### src/rtl/sr_cmd_conditioner.sv
// sr_cmd_conditioner: front end for the D-flop based SR flip-flop.
// Takes raw asynchronous set/reset requests and turns each one into a one-cycle
// s/r command. Each channel is synchronised, debounced and rising-edge detected.
// Simultaneous edges are arbitrated so that s and r are never high together.
// Channel index 0 is set and channel index 1 is reset.
module sr_cmd_conditioner #(
  parameter int DEBOUNCE_CYCLES = 4,  // >= 1
  parameter int CNT_W           = 3,  // 2**CNT_W must exceed DEBOUNCE_CYCLES
  parameter int COLL_W          = 8,
  parameter bit RESET_WINS      = 1'b1
) (
  input  logic              clk,
  input  logic              rst,
  input  logic              set_in,
  input  logic              reset_in,
  output logic              s,
  output logic              r,
  output logic              set_db,
  output logic              reset_db,
  output logic              collision,
  output logic [COLL_W-1:0] collision_cnt
);

  localparam int NCH = 2;
  // The counter value seen on the edge that completes the debounce window.
  localparam logic [CNT_W-1:0] LP_LAST = CNT_W'(DEBOUNCE_CYCLES - 1);

  logic [NCH-1:0]            w_raw;
  logic [NCH-1:0]            w_rise;
  logic                      w_both;
  logic [NCH-1:0]            r_sync1, r_sync2, r_db, r_db_d;
  logic [NCH-1:0][CNT_W-1:0] r_cnt;
  logic                      r_s, r_r, r_coll;
  logic [COLL_W-1:0]         r_coll_cnt;

  assign w_raw = {reset_in, set_in};

  // Two-flop synchroniser for each raw request line.
  always_ff @(posedge clk or posedge rst) begin
    if (rst) begin
      r_sync1 <= '0;
      r_sync2 <= '0;
    end else begin
      r_sync1 <= w_raw;
      r_sync2 <= r_sync1;
    end
  end

  // Debounce: the debounced level follows the synchronised level only after
  // the two have disagreed for DEBOUNCE_CYCLES consecutive samples.
  // Any agreement restarts the window, so short glitches are rejected.
  always_ff @(posedge clk or posedge rst) begin
    if (rst) begin
      r_db  <= '0;
      r_cnt <= '0;
    end else begin
      for (int i = 0; i < NCH; i++) begin
        if (r_sync2[i] != r_db[i]) begin
          if (r_cnt[i] == LP_LAST) begin
            r_db[i]  <= r_sync2[i];
            r_cnt[i] <= '0;
          end else begin
            r_cnt[i] <= r_cnt[i] + 1'b1;
          end
        end else begin
          r_cnt[i] <= '0;
        end
      end
    end
  end

  // Delayed copy of the debounced levels, used for rising-edge detection.
  // This copy clears on reset, so an input held high through reset release
  // is seen as a fresh rising edge.
  always_ff @(posedge clk or posedge rst) begin
    if (rst) r_db_d <= '0;
    else     r_db_d <= r_db;
  end

  assign w_rise = r_db & ~r_db_d;
  assign w_both = &w_rise;

  // Registered command pulses. On a simultaneous edge only the configured
  // winner is issued; the loser is dropped, not queued.
  always_ff @(posedge clk or posedge rst) begin
    if (rst) begin
      r_s        <= 1'b0;
      r_r        <= 1'b0;
      r_coll     <= 1'b0;
      r_coll_cnt <= '0;
    end else begin
      r_s    <= w_rise[0] & (~w_rise[1] | ~RESET_WINS);
      r_r    <= w_rise[1] & (~w_rise[0] |  RESET_WINS);
      r_coll <= w_both;
      if (w_both && (r_coll_cnt != '1))
        r_coll_cnt <= r_coll_cnt + 1'b1;
    end
  end

  assign s             = r_s;
  assign r             = r_r;
  assign set_db        = r_db[0];
  assign reset_db      = r_db[1];
  assign collision     = r_coll;
  assign collision_cnt = r_coll_cnt;

endmodule

### config.mk
export PLATFORM = sky130hd
export DESIGN_NAME = sr_cmd_conditioner
export DESIGN_NICKNAME = d
export VERILOG_FILES = /design/src/rtl/sr_cmd_conditioner.sv
export SDC_FILE = /design/constraint.sdc
export NUM_CORES = 1
export LEC_CHECK = 0
export ABC_AREA = 1
export BUFFER_PORTS_ARGS = -buffer_cell sky130_fd_sc_hd__buf_2
export CAP_MARGIN = 10
export CORE_AREA = 3 3 48 50
export DETAILED_ROUTE_END_ITERATION = 8
export DIE_AREA = 0 0 51 53
export GPL_ROUTABILITY_DRIVEN = 0
export PLACE_DENSITY = 0.78
export SLEW_MARGIN = 20
export SYNTH_ARGS = -nofsm -noshare
export SYNTH_HDL_FRONTEND = slang
export SYNTH_SLANG_ARGS = --single-unit
export TNS_END_PERCENT = 5
### constraint.sdc
create_clock -name clk -period 3.45 [get_ports clk]
set_input_delay 0.1725 -clock clk [delete_from_list [all_inputs] [get_ports clk]]
set_output_delay 0.1725 -clock clk [all_outputs]
set_load 0.02 [all_outputs]
## After elaboration in Yosys (flattened, before gate mapping)

Index checks and enable logic that the tools add are counted.

| storage, ports and cells | value |
|---|---|
| flip-flop bits (word level) | 25 |
| output and inout port bits | 13 |

| operators by class | value |
|---|---|
| reduce and logical (&&, ||, !) cells | 4 |
| mux-type cells | 4 |
| eq/ne operators | 5 |
| $add $sub $neg | 3 |
| bitwise logic cells | 4 |

Operators with widths:

| kind | number |
|---|---|
| $mux 3 | 4 |
| $add 8x1->8 const B | 1 |
| $ne 8x8->1 const B | 1 |
| $add 3x1->3 const B | 2 |
| $eq 3x2->1 const B | 2 |
| $reduce_and 2->1 | 3 |
| $and 2x2->2 | 1 |
| $ne 1x1->1 | 2 |
| $not 2->2 | 1 |
| $and 1x1->1 | 1 |
| $logic_and 1x1->1 | 1 |
| $not 1->1 | 1 |

## Longest topological paths before layout

| depth | value |
|---|---|
| depth in word-level cells | 4 |
| gate-level depth with buffers | 7 |

## Worst setup path before layout

OpenSTA, ideal clock, no wires.

| timing | value |
|---|---|
| path kind | reg2reg |
| start | reg r_coll_cnt[0], in the netlist collision_cnt[0] |
| end | reg r_coll_cnt[2], in the netlist collision_cnt[2] |
| data arrival time | 1.276 ns |
| period minus slack after synthesis | 1.350 ns |
| setup slack | 2.100 ns |
| required time | 3.376 ns |
| stages on the path, launching flop included | 8 |
| path buffers | 0 |
| path through | dfrtp_1 > ha_1 > nand2_1 > nor2_2 > nand2_4 > nand2_4 > nand2_1 > o21ai_2 |

| between the ends | value |
|---|---|
| cells in the longest elaborated chain, start to end | 2 |

RTL lines:

| item | line | RTL |
|---|---|---|
| start: declaration | 34 | `logic [COLL_W-1:0] r_coll_cnt;` |
| start signal: assignment | 96 | `r_coll_cnt <= r_coll_cnt + 1'b1;` |
| branches (longest 2 deep; another with $add 8x1->8) | -- |  |

Parallel ways; which one is timed is not known.
A chain may end at the register's enable or synchronous reset.

## Worst setup path in the final report

Same ends and word-level chain as after synthesis.

==> qor.yml <==
outcome: "finished clean"
via_per_inst: 4.74
row_count: 16
ys_seq_area_frac: 0.575
overflow: 0
io_buffers: 16
cts_resized: 0
cp_top_family: "simple AND/OR/NAND/NOR gates"
cp-end-kind: "flop"
cp_num_buf_inv: 0
cp_data_required_time_ns: 3.70
clkLatencyLatePin_ns: 0.31
cp_max_fo: 7
ant_nets: 0
synth-warning-count: 0
synth_nets: 123
cts_root_buf: "clkbuf_4"
worstMarginPinSlew_ns: 0.875
synth_cells: 116
antenna_found_initial: 0
drtPass1Iterations: 4
place.detailed.hpwl_um: 1280
post_cts_buffers: 0
p_leak_nw: 0.666
boundaryPins: 17
slew_viol_final: 0
drv_cap: 0
cts_inserted_buffers: 3
die_width_um: 51
crit_slowest_cell: "dfrtp_1"
setup_viol: 0
slew_headroom: 0.416
vias: 778
syn-mean-instance-area_um2: 9.38
cts_num_sinks: 25
start_util: 0.561
worstPathArrival_ns: 1.63
diodes: 0
tns_ns: 0
fmaxAchievable_mhz: 725
ys_ff_latch: 25
drt_iter0_drc: 6
grt_first_pass_wirelength_um: 3060
yosysUniqueCellTypes: 18
grt_max_degree: 26
grt_use_total: 0.154
period_share: 0.400
crit_chain: "ha_1, nand2_1, nor2_2, nand2_4, nand2_4, nand2_1, o21ai_2"
die_h_um: 53
core-area_um2: 1940
grt_pass1_vias: 766
syn_area_um2: 1090
peakVddDrop_uv: 362
p_per_area_nw_per_um2: 667
htree_levels: 1
cts_tree: "yes"
path_class: "reg -> reg"
layout-drive-gt1-share: 0.190
wl_um: 1660
areaGrowthSynthToFinish_pct: 14.0
die-area_um2: 2700
min_period_ns: 1.38
rsz0062_at_grt: "no"
drc: 0
start_kind: "flop"
clk_pin_slew_ns: 0.12
fin_util: 0.639
wl_per_cell_um: 10.1
nets: 145
cts.path.max_buffers: 2
fin_worst_skew_ns: 0.00566
num-fill-cells: 154
hold_class: "in -> async"
finalHoldViolations: 0
slowest_delay_ns: 0.44
## flip-flops by register name, indices dropped and copies added (netlist names), 2 cells and up
| name | cells |
|---|---|
| collision_cnt | 8 |
| r_sync1 | 2 |
| r_db_d | 2 |
| r_cnt | 6 |
| r_sync2 | 2 |
| r_db | 2 |
## worst reg2reg max path, stage by stage, from the launching register on
cell and delay, ns:
dfrtp_1 0.44, ha_1 0.27, nand2_1 0.12, nor2_2 0.16, nand2_4 0.11, nand2_4 0.10, nand2_1 0.07, o21ai_2 0.06
## timing repair
| item | CTS | global route |
|---|---|---|
| endpoints found under the setup margin | 0 | 0 |
| hold buffers | 2 | 0 |
| endpoints found under the hold margin | 2 | 0 |
## where the power goes
part | leakage [nW] | switching, mW | internal (mW) | total (mW)
clock network | 0.0150 | 0.0769 | 0.0452 | 0.122
logic | 0.332 | 0.174 | 0.102 | 0.276
registers | 0.319 | 0.0633 | 0.367 | 0.430
total | 0.666 | 0.314 | 0.514 | 0.828
## layout by cell type, fill, tap and decap left out, types with 2 or more instances in the layout
cell / instances
a21oi_1: 2
buf_2: 16
clkbuf_4: 3
dfrtp_1: 25
dlygate4sd3_1: 2
ha_1: 3
inv_1: 16
nand2_1: 31
nand2_4: 2
nand3_1: 8
nand4_1: 4
nor2_1: 11
nor2_4: 2
nor3_1: 2
nor3b_1: 2
xnor2_1: 3
## through the flow
| step | std cells | total power [mW] | hold WS (ns) | instance area [um^2] | worst slack [ns] |
|---|---|---|---|---|---|
| global placement | 158 | 0.703 | 0.280 | 1190 | 2.17 |
| CTS | 164 | 0.840 | 0.0574 | 1240 | 2.06 |
| floorplan | 116 | 0.639 | 0.200 | 1090 | 2.10 |
| finish | 164 | 0.828 | 0.0251 | 1240 | 2.07 |
| detailed placement | 158 | 0.715 | 0.282 | 1190 | 2.09 |
| global route | 164 | 0.896 | 0.0914 | 1240 | 1.95 |
## Yosys cell counts, drive strengths merged
master / number / area, um^2
dfrtp: 25 / 626
a21oi: 2 / 10.0
nor3b: 2 / 15.0
ha: 3 / 37.5
nor3: 2 / 10.0
nand3: 8 / 40.0
nand4: 4 / 25.0
nand2: 34 / 145
buf: 1 / 7.51
nand3b: 1 / 7.51
nor2: 14 / 70.1
inv: 16 / 60.1
o21ai: 1 / 8.76
xnor2: 3 / 26.3
## logic make-up (layout without fill, tap and decap cells)
family,count (synthesis),after routing,synth area share
AOI/OAI and AO/OA,3,3,0.0172
xor gates and xnor gates,3,3,0.0241
adders and majority gates,3,3,0.0345
buffers and inverters,17,38,0.0621
DFF,25,25,0.575
and+or+nand+nor,65,65,0.287
## worst paths after layout
| check | startpoint | end | slack (ns) | cells after the start |
|---|---|---|---|---|
| max in group asynchronous | rst | r_cnt[2] | 2.89 | 2 |
| min in group clk | r_sync1[1] | r_sync2[1] | 0.37 | 0 |
| hold reg to reg | r_sync1[1] | r_sync2[1] | 0.37 | 0 |
| setup reg to reg | collision_cnt[0] | collision_cnt[2] | 2.07 | 7 |
| hold / removal | rst | r_db[1] | 0.03 | 2 |
| setup / recovery | collision_cnt[0] | collision_cnt[2] | 2.07 | 7 |
## layout make-up
class	count	area, um^2	share of cell area
clock buffer	4	26.3	0.0212
sequential	25	626	0.504
timing repair buffer	18	100	0.0806
multi-input combinational	74	395	0.319
tap	27	33.8	0.0272
inverter	16	60.1	0.0484
## metal layers
metal  vias to the layer above  wire [um]  global-route usage
li1                        406          -                   -
met1                       348        810               0.178
met5                         -          0                   0
met4                         0         40              0.0807
met3                         5         82              0.0366
met2                        19        729               0.266
(Power assumes the default switching activity.)
